<file path="src/rtl/ysyx_23060208_ifu_fetch.sv">
// ---------------------------------------------------------------------------
// ysyx_23060208_ifu_fetch
//
// Instruction-fetch stage of the multi-cycle NPC core. It holds the PC and
// fetches exactly one instruction per retired instruction. Each fetch is a
// single-beat AXI4 read from instruction SRAM. The fetched {pc, inst} pair is
// offered to IDU with a valid/allowin handshake. The stage then waits for EXU
// to finish before it computes the next PC. Fetches never overlap.
//
// Ports
//   clock, reset        : clock; synchronous active-high reset
//   exu_to_ifu_bus      : {nextpc_taken, nextpc} from EXU
//   exu_to_ifu_valid    : EXU has completed; the bus is valid this cycle
//   isram_ar*           : AXI4 read-address channel (single beat, INCR, 4 B)
//   isram_r*            : AXI4 read-data channel; rlast/rid are ignored
//   ifu_to_idu_bus      : {pc, inst}; meaningful only while valid
//   ifu_to_idu_valid    : instruction available to IDU
//   idu_allowin         : IDU accepts the instruction this cycle
//   ifu_access_fault    : one-cycle pulse after an error read response
//   ifu_fetch_cnt       : number of completed R handshakes (wraps)
// ---------------------------------------------------------------------------
module ysyx_23060208_ifu_fetch #(
   parameter int                    DATA_WIDTH = 32,
   parameter logic [DATA_WIDTH-1:0] RESET_PC   = 32'h8000_0000
) (
   input  logic                      clock,
   input  logic                      reset,
   input  logic [DATA_WIDTH:0]       exu_to_ifu_bus,
   input  logic                      exu_to_ifu_valid,
   output logic                      isram_arvalid,
   input  logic                      isram_arready,
   output logic [DATA_WIDTH-1:0]     isram_araddr,
   output logic [3:0]                isram_arid,
   output logic [7:0]                isram_arlen,
   output logic [2:0]                isram_arsize,
   output logic [1:0]                isram_arburst,
   input  logic                      isram_rvalid,
   output logic                      isram_rready,
   input  logic [2*DATA_WIDTH-1:0]   isram_rdata,
   input  logic [1:0]                isram_rresp,
   input  logic                      isram_rlast,
   input  logic [3:0]                isram_rid,
   output logic [2*DATA_WIDTH-1:0]   ifu_to_idu_bus,
   output logic                      ifu_to_idu_valid,
   input  logic                      idu_allowin,
   output logic                      ifu_access_fault,
   output logic [31:0]               ifu_fetch_cnt
);

   // An access fault delivers ebreak. The core then traps instead of
   // executing garbage data.
   localparam logic [DATA_WIDTH-1:0] EBREAK_INST = 32'h0010_0073;

   typedef enum logic [1:0] {
      FETCH_AR = 2'd0,
      FETCH_R  = 2'd1,
      SEND     = 2'd2,
      WAIT_EXU = 2'd3
   } state_e;

   state_e                  r_state;
   state_e                  w_nextState;
   logic [DATA_WIDTH-1:0]   r_pc;
   logic [DATA_WIDTH-1:0]   r_inst;
   logic [31:0]             r_fetchCnt;
   logic                    r_accessFault;

   logic                    w_rHandshake;
   logic                    w_exuFire;
   logic                    w_nextTaken;
   logic [DATA_WIDTH-1:0]   w_nextTarget;
   logic [DATA_WIDTH-1:0]   w_nextPc;
   logic [DATA_WIDTH-1:0]   w_selWord;
   logic                    w_unused;

   // rlast and rid carry no information for a single-beat, single-ID read.
   // Only bit 1 of rresp separates errors from OKAY/EXOKAY. The two low
   // bits of the EXU target are always forced to zero.
   assign w_unused = ^{isram_rlast, isram_rid, isram_rresp[0], exu_to_ifu_bus[1:0]};

   assign w_rHandshake = (r_state == FETCH_R) && isram_rvalid;
   assign w_exuFire    = (r_state == WAIT_EXU) && exu_to_ifu_valid;

   assign w_nextTaken  = exu_to_ifu_bus[DATA_WIDTH];
   assign w_nextTarget = {exu_to_ifu_bus[DATA_WIDTH-1:2], 2'b00};
   assign w_nextPc     = w_nextTaken ? w_nextTarget : r_pc + DATA_WIDTH'(4);

   // The SRAM returns a 64-bit doubleword. pc[2] selects which 32-bit half
   // holds the instruction.
   assign w_selWord = r_pc[2] ? isram_rdata[2*DATA_WIDTH-1:DATA_WIDTH]
                              : isram_rdata[DATA_WIDTH-1:0];

   // The state register and the fetch datapath registers. Events that arrive
   // outside the state that expects them are discarded by the handshake
   // qualifiers above. This is why stray rvalid or exu_to_ifu_valid pulses
   // cannot disturb pc, inst or the counter.
   always_ff @(posedge clock) begin
      if (reset) begin
         r_state       <= FETCH_AR;
         r_pc          <= RESET_PC;
         r_inst        <= '0;
         r_fetchCnt    <= '0;
         r_accessFault <= 1'b0;
      end else begin
         r_state       <= w_nextState;
         r_accessFault <= w_rHandshake && isram_rresp[1];
         if (w_rHandshake) begin
            r_inst     <= isram_rresp[1] ? EBREAK_INST : w_selWord;
            r_fetchCnt <= r_fetchCnt + 32'd1;
         end
         if (w_exuFire) begin
            r_pc <= w_nextPc;
         end
      end
   end

   // Next-state logic and the Moore output decode. Each channel's
   // valid/ready depends only on the current state. The address and the IDU
   // bus therefore stay stable for as long as the state is held.
   always_comb begin
      w_nextState      = r_state;
      isram_arvalid    = 1'b0;
      isram_rready     = 1'b0;
      ifu_to_idu_valid = 1'b0;
      unique case (r_state)
         FETCH_AR: begin
            isram_arvalid = 1'b1;
            if (isram_arready) begin
               w_nextState = FETCH_R;
            end
         end
         FETCH_R: begin
            isram_rready = 1'b1;
            if (isram_rvalid) begin
               w_nextState = SEND;
            end
         end
         SEND: begin
            ifu_to_idu_valid = 1'b1;
            if (idu_allowin) begin
               w_nextState = WAIT_EXU;
            end
         end
         WAIT_EXU: begin
            if (exu_to_ifu_valid) begin
               w_nextState = FETCH_AR;
            end
         end
         default: begin
            w_nextState = FETCH_AR;
         end
      endcase
   end

   assign isram_araddr     = r_pc;
   assign isram_arid       = 4'd0;
   assign isram_arlen      = 8'd0;
   assign isram_arsize     = 3'b010;
   assign isram_arburst    = 2'b01;
   assign ifu_to_idu_bus   = {r_pc, r_inst};
   assign ifu_access_fault = r_accessFault;
   assign ifu_fetch_cnt    = r_fetchCnt;

endmodule

</file>
<file path="config.mk">
export PLATFORM = sky130hd
export DESIGN_NAME = ysyx_23060208_ifu_fetch
export DESIGN_NICKNAME = d
export VERILOG_FILES = /design/src/rtl/ysyx_23060208_ifu_fetch.sv
export SDC_FILE = /design/constraint.sdc
export NUM_CORES = 1
export LEC_CHECK = 0
export CORE_MARGIN = 2
export CORE_UTILIZATION = 42
export DETAILED_ROUTE_END_ITERATION = 8
export PLACE_DENSITY = 0.82
export RECOVER_POWER = 100
export SLEW_MARGIN = 20
export SYNTH_ARGS = -nofsm -noshare
export SYNTH_HDL_FRONTEND = slang
export SYNTH_SLANG_ARGS = --single-unit
</file>
<file path="constraint.sdc">
create_clock -name clock -period 2.15 [get_ports clock]
set_input_delay 0.3225 -clock clock [delete_from_list [all_inputs] [get_ports clock]]
set_output_delay 0.3225 -clock clock [all_outputs]
set_load 0.02 [all_outputs]
</file>
==> results.py, run 1 <==
metrics = {
    "outcome": {
        "outcome": "complete, no violations",
    },
    "min_path": {
        "min_path_type": "in2reg",
        "hold_depth": 3,
    },
    "clocking": {
        "clk_latency_ns": 0.34,
        "clk_pin_slew_ns": 0.07,
        "ctsHoldBuffers": 0,
        "cts_root_buffer": "clkbuf_16",
        "htree_levels": 3,
        "cts-resized-gates": 0,
        "cts_tree": "done",
        "cts_buffers": 9,
        "cts_setup_buffers": 0,
        "clkSinkCount": 97,
        "clk_path_buf_depth": 2,
    },
    "synthesis": {
        "yosys_warnings": 0,
        "ys_seq_elements": 97,
        "synth_top_area_share_pct": 35.6,
        "synthCells": 646,
        "synth_top_cells_by_count": "dfxtp_1, nor2_1, buf_4, nand2_1, nand3_1",
        "ys_seq_area_share_pct": 35.6,
        "ys_top_cells_by_area": "dfxtp_1, buf_4, nor2_1, mux2_2, a22oi_1",
        "async_reset_ff_share_pct": 0,
        "yosysTopAreaCell": "dfxtp_1",
        "avgSynthCellArea_um2": 8.45,
        "synth.most_common_cell": "dfxtp_1",
        "synth_ff_type": "dfxtp_1",
        "synth_cell_types": 65,
        "netlist_area_um2": 5460,
        "synth_edf_count": 0,
    },
    "route": {
        "vias": 5513,
        "vias_per_cell": 5.39,
        "wl_met1_um": 6470,
        "drc": 0,
        "highest_layer": "met4",
        "post_drt_wl_per_cell_um": 15.5,
        "wl_met3_um": 1310,
        "drt-initial-drc-count": 415,
        "antenna_left": 0,
        "met2WireLength_um": 7740,
        "drt_pass1_iterations": 5,
        "wl_um": 15800,
    },
    "timing": {
        "clock.fmax_ghz": 0.494,
        "min_period_over_period_pct": 94.2,
        "tns_ns": 0,
        "holdWs_ns": 0.395,
        "rsz0062_at_grt": "no",
        "finalHoldViolations": 0,
        "drv_slew": 0,
        "setup_viol": 0,
        "setup_slack_ns": 0.124,
        "min_period_ns": 2.03,
        "slew-limit-headroom_pct": 55.8,
        "worstMarginPinSlew_ns": 0.664,
        "clock_skew_ns": 0.00612,
    },
    "floorplanning": {
        "die_w_um": 118,
        "die_h_um": 118,
        "start_util_pct": 43.1,
        "die_area_um2": 13900,
        "core_um2": 12700,
        "row_count": 41,
        "io_pins": 259,
    },
    "setup_path": {
        "startpoint_type": "flip-flop",
        "critical_path_class": "reg2out",
        "crit_fanout": 4,
        "cp_data_arrival_time_ns": 1.70,
        "end_kind": "output pin",
        "required_ns": 1.83,
        "reg2reg_depth": 6,
    },
    "pwr": {
        "fin_total_pwr_mw": 5.11,
        "irDropWorstVdd_mv": 0.330,
        "power_density_nw_per_um2": 635,
        "p_leak_nw": 3.26,
    },
    "placement": {
        "place.gp.congestion": 0.821,
        "dp_hpwl_um": 11700,
        "placed_area_um2": 7760,
        "port_buffers": 229,
        "dp.cells": 1006,
        "post-place-ws_ns": 0.0795,
    },
    "global_route": {
        "antenna_found_initial": 0,
        "grt_pass1_wl_um": 25700,
        "grt_overflow": 0,
        "grt_max_degree": 60,
        "grt_pass1_vias": 5185,
        "grt_usage_pct": 22.3,
    },
    "layout": {
        "n_antenna_cell": 0,
        "finish.instance_area_um2": 8050,
        "area_growth_pct": 47.5,
        "fill_cells": 1106,
        "final_nets": 961,
        "seq_area_um2": 1940,
        "final_core_util_pct": 63.5,
        "multiInputGateArea_um2": 2970,
        "drive_gt1_share_pct": 10.4,
        "stdcell_count": 1022,
    },
    "job": {
        "max_cap_viol_count": 0,
    },
}
[path summary, 6_finish.rpt]
check / endpoint / slack (ns) / startpoint
worst max-delay path: ifu_to_idu_valid / 0.12 / r_state[0]
worst min-delay path: isram_araddr[21] / 0.39 / exu_to_ifu_bus[32]
worst max register to register: isram_araddr[22] / 0.16 / isram_araddr[2]
worst min register to register: r_inst[4] / 0.50 / r_inst[4]
[logic make-up after synthesis]
| logic type | count (synthesis) | share of synthesized area, % |
|---|---|---|
| simple gates | 251 | 24.2 |
| compound gates | 125 | 15.9 |
| buf+inv | 98 | 10.6 |
| flops | 97 | 35.6 |
| mux | 37 | 7.40 |
| xor+xnor | 30 | 4.81 |
| fa+ha+maj | 6 | 1.38 |
| other cells | 2 | 0.138 |
[sequential cells by signal, summed over array words and instances (netlist names)]
name,flops
r_state,2
ifu_access_fault,1
isram_araddr,30
ifu_fetch_cnt,32
r_inst,32
[report_power, final]
part / internal (mW) / switching (mW)
registers: 1.90 / 0.0819
clock network: 1.17 / 0.706
logic: 0.596 / 0.654
[worst max-delay path, stage by stage (launching register included)]
cell and delay (ns):
dfxtp_1 0.39, inv_1 0.08, ha_1 0.23, dlygate4sd3_1 0.67
[layout make-up]
cell class | count | area share (%)
inverters | 6 | 0.280
well taps | 172 | 2.67
flip-flops and latches | 97 | 24.1
clock buffers | 10 | 2.97
multi-input cells | 470 | 36.9
clock inverters | 6 | 1.43
repair buffers | 261 | 31.6
[placed cells by master, fill, tap and decap left out, drive strengths merged, types with 27 or more instances in the layout]
master         instances
mux2                  27
dlygate4sd3          127
dfxtp                 97
nand3                 35
buf                   28
a21oi                 27
nor2                  97
clkdlybuf4s50        100
nand2                 37
a22oi                 30
[per-layer routing]
metal / track usage [%] / up-vias
met1: 26.9 / 2594
met3: 6.49 / 26
li1: - / 2666
met5: 0 / -
met4: 8.06 / 0
met2: 37.8 / 227
(Power assumes the default switching activity.)
==> run 2, diff against run 1 <==
--- a/config.mk
+++ b/config.mk
@@ -7,6 +7,7 @@
 export LEC_CHECK = 0
 export CORE_MARGIN = 2
 export CORE_UTILIZATION = 42
+export CTS_CLUSTER_DIAMETER = 80
 export DETAILED_ROUTE_END_ITERATION = 8
 export PLACE_DENSITY = 0.82
 export RECOVER_POWER = 100
==> results of run 2 <==
No change in the layout: final DEF, timing and power equal those of run 1.
==> run 3, diff against run 2 <==
--- a/config.mk
+++ b/config.mk
@@ -6,11 +6,12 @@
 export NUM_CORES = 1
 export LEC_CHECK = 0
 export CORE_MARGIN = 2
-export CORE_UTILIZATION = 42
+export CORE_UTILIZATION = 32
 export CTS_CLUSTER_DIAMETER = 80
 export DETAILED_ROUTE_END_ITERATION = 8
-export PLACE_DENSITY = 0.82
+export PLACE_DENSITY = 0.65
 export RECOVER_POWER = 100
+export SKIP_CTS_REPAIR_TIMING = 1
 export SLEW_MARGIN = 20
 export SYNTH_ARGS = -nofsm -noshare
 export SYNTH_HDL_FRONTEND = slang
==> run 3 against run 2 <==
Sequential power barely moved. Non-clock buffer count up 9. Fmax fell by 0.76%. Flip-flop and latch count unchanged. Worst hold slack worse by 0.092 ns.
==> results.py, run 3 (synthesized netlist as in run 1, its figures left out) <==
metrics = {
    "floorplanning": {
        "die_h_um": 135,
        "die_area_um2": 18100,
        "die_w_um": 135,
        "core_um2": 16600,
        "start_util_pct": 32.8,
        "row_count": 47,
        "io_pins": 259,
    },
    "layout": {
        "n_antenna_cell": 0,
        "area_growth_pct": 49.2,
        "layout_commonest_cell": "dlygate4sd3_1",
        "final_cell_mix": "dlygate4sd3_1, clkdlybuf4s50_1, dfxtp_1, nor2_1, nand2_1",
        "final_nets": 970,
        "drive_gt1_share_pct": 11.0,
        "finish.instance_area_um2": 8150,
        "final_core_util_pct": 48.9,
        "stdcell_count": 1078,
    },
    "min_path": {
        "min-delay-start": "reset",
        "min_path_type": "in2reg",
        "hold_end": "isram_araddr[15]",
        "hold_depth": 2,
    },
    "timing": {
        "tns_ns": 0,
        "clock.fmax_ghz": 0.490,
        "clock_skew_ns": 0.00820,
        "worstMarginPinSlew_ns": 0.643,
        "slew-limit-headroom_pct": 57.1,
        "min_period_ns": 2.04,
        "finalHoldViolations": 0,
        "setup_viol": 0,
        "min_period_over_period_pct": 94.9,
        "rsz0062_at_grt": "no",
        "drv_slew": 0,
    },
    "global_route": {
        "grt_usage_pct": 17.8,
        "grt_overflow": 0,
        "antenna_found_initial": 0,
        "grt_pass1_wl_um": 26100,
        "grt_pass1_vias": 5006,
        "grt_max_degree": 39,
    },
    "clocking": {
        "cts_tree": "done",
        "clk_pin_slew_ns": 0.07,
        "cts_buffers": 9,
        "cts_root_buffer": "clkbuf_16",
        "clk_path_buf_depth": 2,
        "clk_latency_ns": 0.34,
        "clkSinkCount": 97,
        "htree_levels": 3,
    },
    "route": {
        "antenna_left": 0,
        "drt-initial-drc-count": 329,
        "vias": 5379,
        "drt_pass1_iterations": 4,
        "wl_um": 16100,
        "drc": 0,
        "vias_per_cell": 4.99,
        "post_drt_wl_per_cell_um": 15.0,
    },
    "placement": {
        "dp_hpwl_um": 12000,
        "placed_area_um2": 7870,
        "place.gp.congestion": 0.835,
        "port_buffers": 229,
        "dp.cells": 1063,
    },
    "setup_path": {
        "required_ns": 1.83,
        "worst_r2r_startpoint": "isram_araddr[3]",
        "r2r_end": "isram_araddr[22]",
        "cp_data_arrival_time_ns": 1.72,
        "reg2reg_depth": 6,
        "reg2reg_slack_ns": 0.17,
        "crit_fanout": 5,
        "startpoint_type": "flip-flop",
        "end_kind": "output pin",
        "critical_path_class": "reg2out",
    },
    "pwr": {
        "irDropWorstVdd_mv": 0.432,
        "fin_total_pwr_mw": 5.12,
        "p_leak_nw": 3.29,
        "power_density_nw_per_um2": 629,
    },
    "job": {
        "max_cap_viol_count": 0,
    },
    "outcome": {
        "outcome": "complete, no violations",
    },
}
## run 3: changes by cell type in the layout (fill, tap and decap cells not counted), sizes merged
cell	delta
buf	+7
clkdlybuf4s50	-1
dlygate4sd3	+1
clkbuf	+2
clkinvlp	-1
## run 3: metrics by stage
step | setup WS [ns] | hold WS (ns)
floorplan | 0.175 | 0.468
global placement | 0.0424 | 0.486
detailed placement | 0.0398 | 0.492
CTS | 0.127 | 0.283
global route | 0.0238 | 0.296
finish | 0.109 | 0.303
## run 3: layout make-up
cell class / count / area, um^2
tap: 220 / 275
multi-input combinational: 470 / 2970
timing repair buffer: 270 / 2590
fill: 1605 / 8500
inverter: 6 / 22.5
clock inverter: 5 / 104
clock buffer: 10 / 239
sequential: 97 / 1940
## run 3: worst max-delay path, stage by stage, from the launching register on
cell and delay, ns:
dfxtp_1 0.38, inv_1 0.08, ha_1 0.25, dlygate4sd3_1 0.67
## run 3: routing by layer
layer / vias up / wire length, um / GRT usage (%) / part of all wire [%]
met5: - / 0 / 0 / 0
met4: 0 / 267 / 6.14 / 1.7
met3: 19 / 1300 / 5.14 / 8.0
met2: 212 / 7460 / 28.2 / 46
met1: 2477 / 7100 / 23.2 / 44
li1: 2671 / - / - / -
## run 3: worst max-delay path by stage
stage	start	end	slack [ns]	cells after the start
after floorplan	isram_araddr[3]	isram_araddr[30]	0.18	6
after global placement	isram_rvalid	ifu_fetch_cnt[27]	0.04	7
after detailed placement	isram_rvalid	ifu_fetch_cnt[29]	0.04	7
after CTS	r_state[1]	isram_rready	0.13	3
after global routing	isram_araddr[2]	isram_araddr[22]	0.02	6
final	r_state[1]	isram_rready	0.11	3
## run 3: power by group
group          switching, mW  internal, mW  leakage (nW)  total, mW
clock network          0.707          1.16         0.169       1.87
logic                  0.665         0.605          2.33       1.27
registers             0.0791          1.90         0.784       1.98
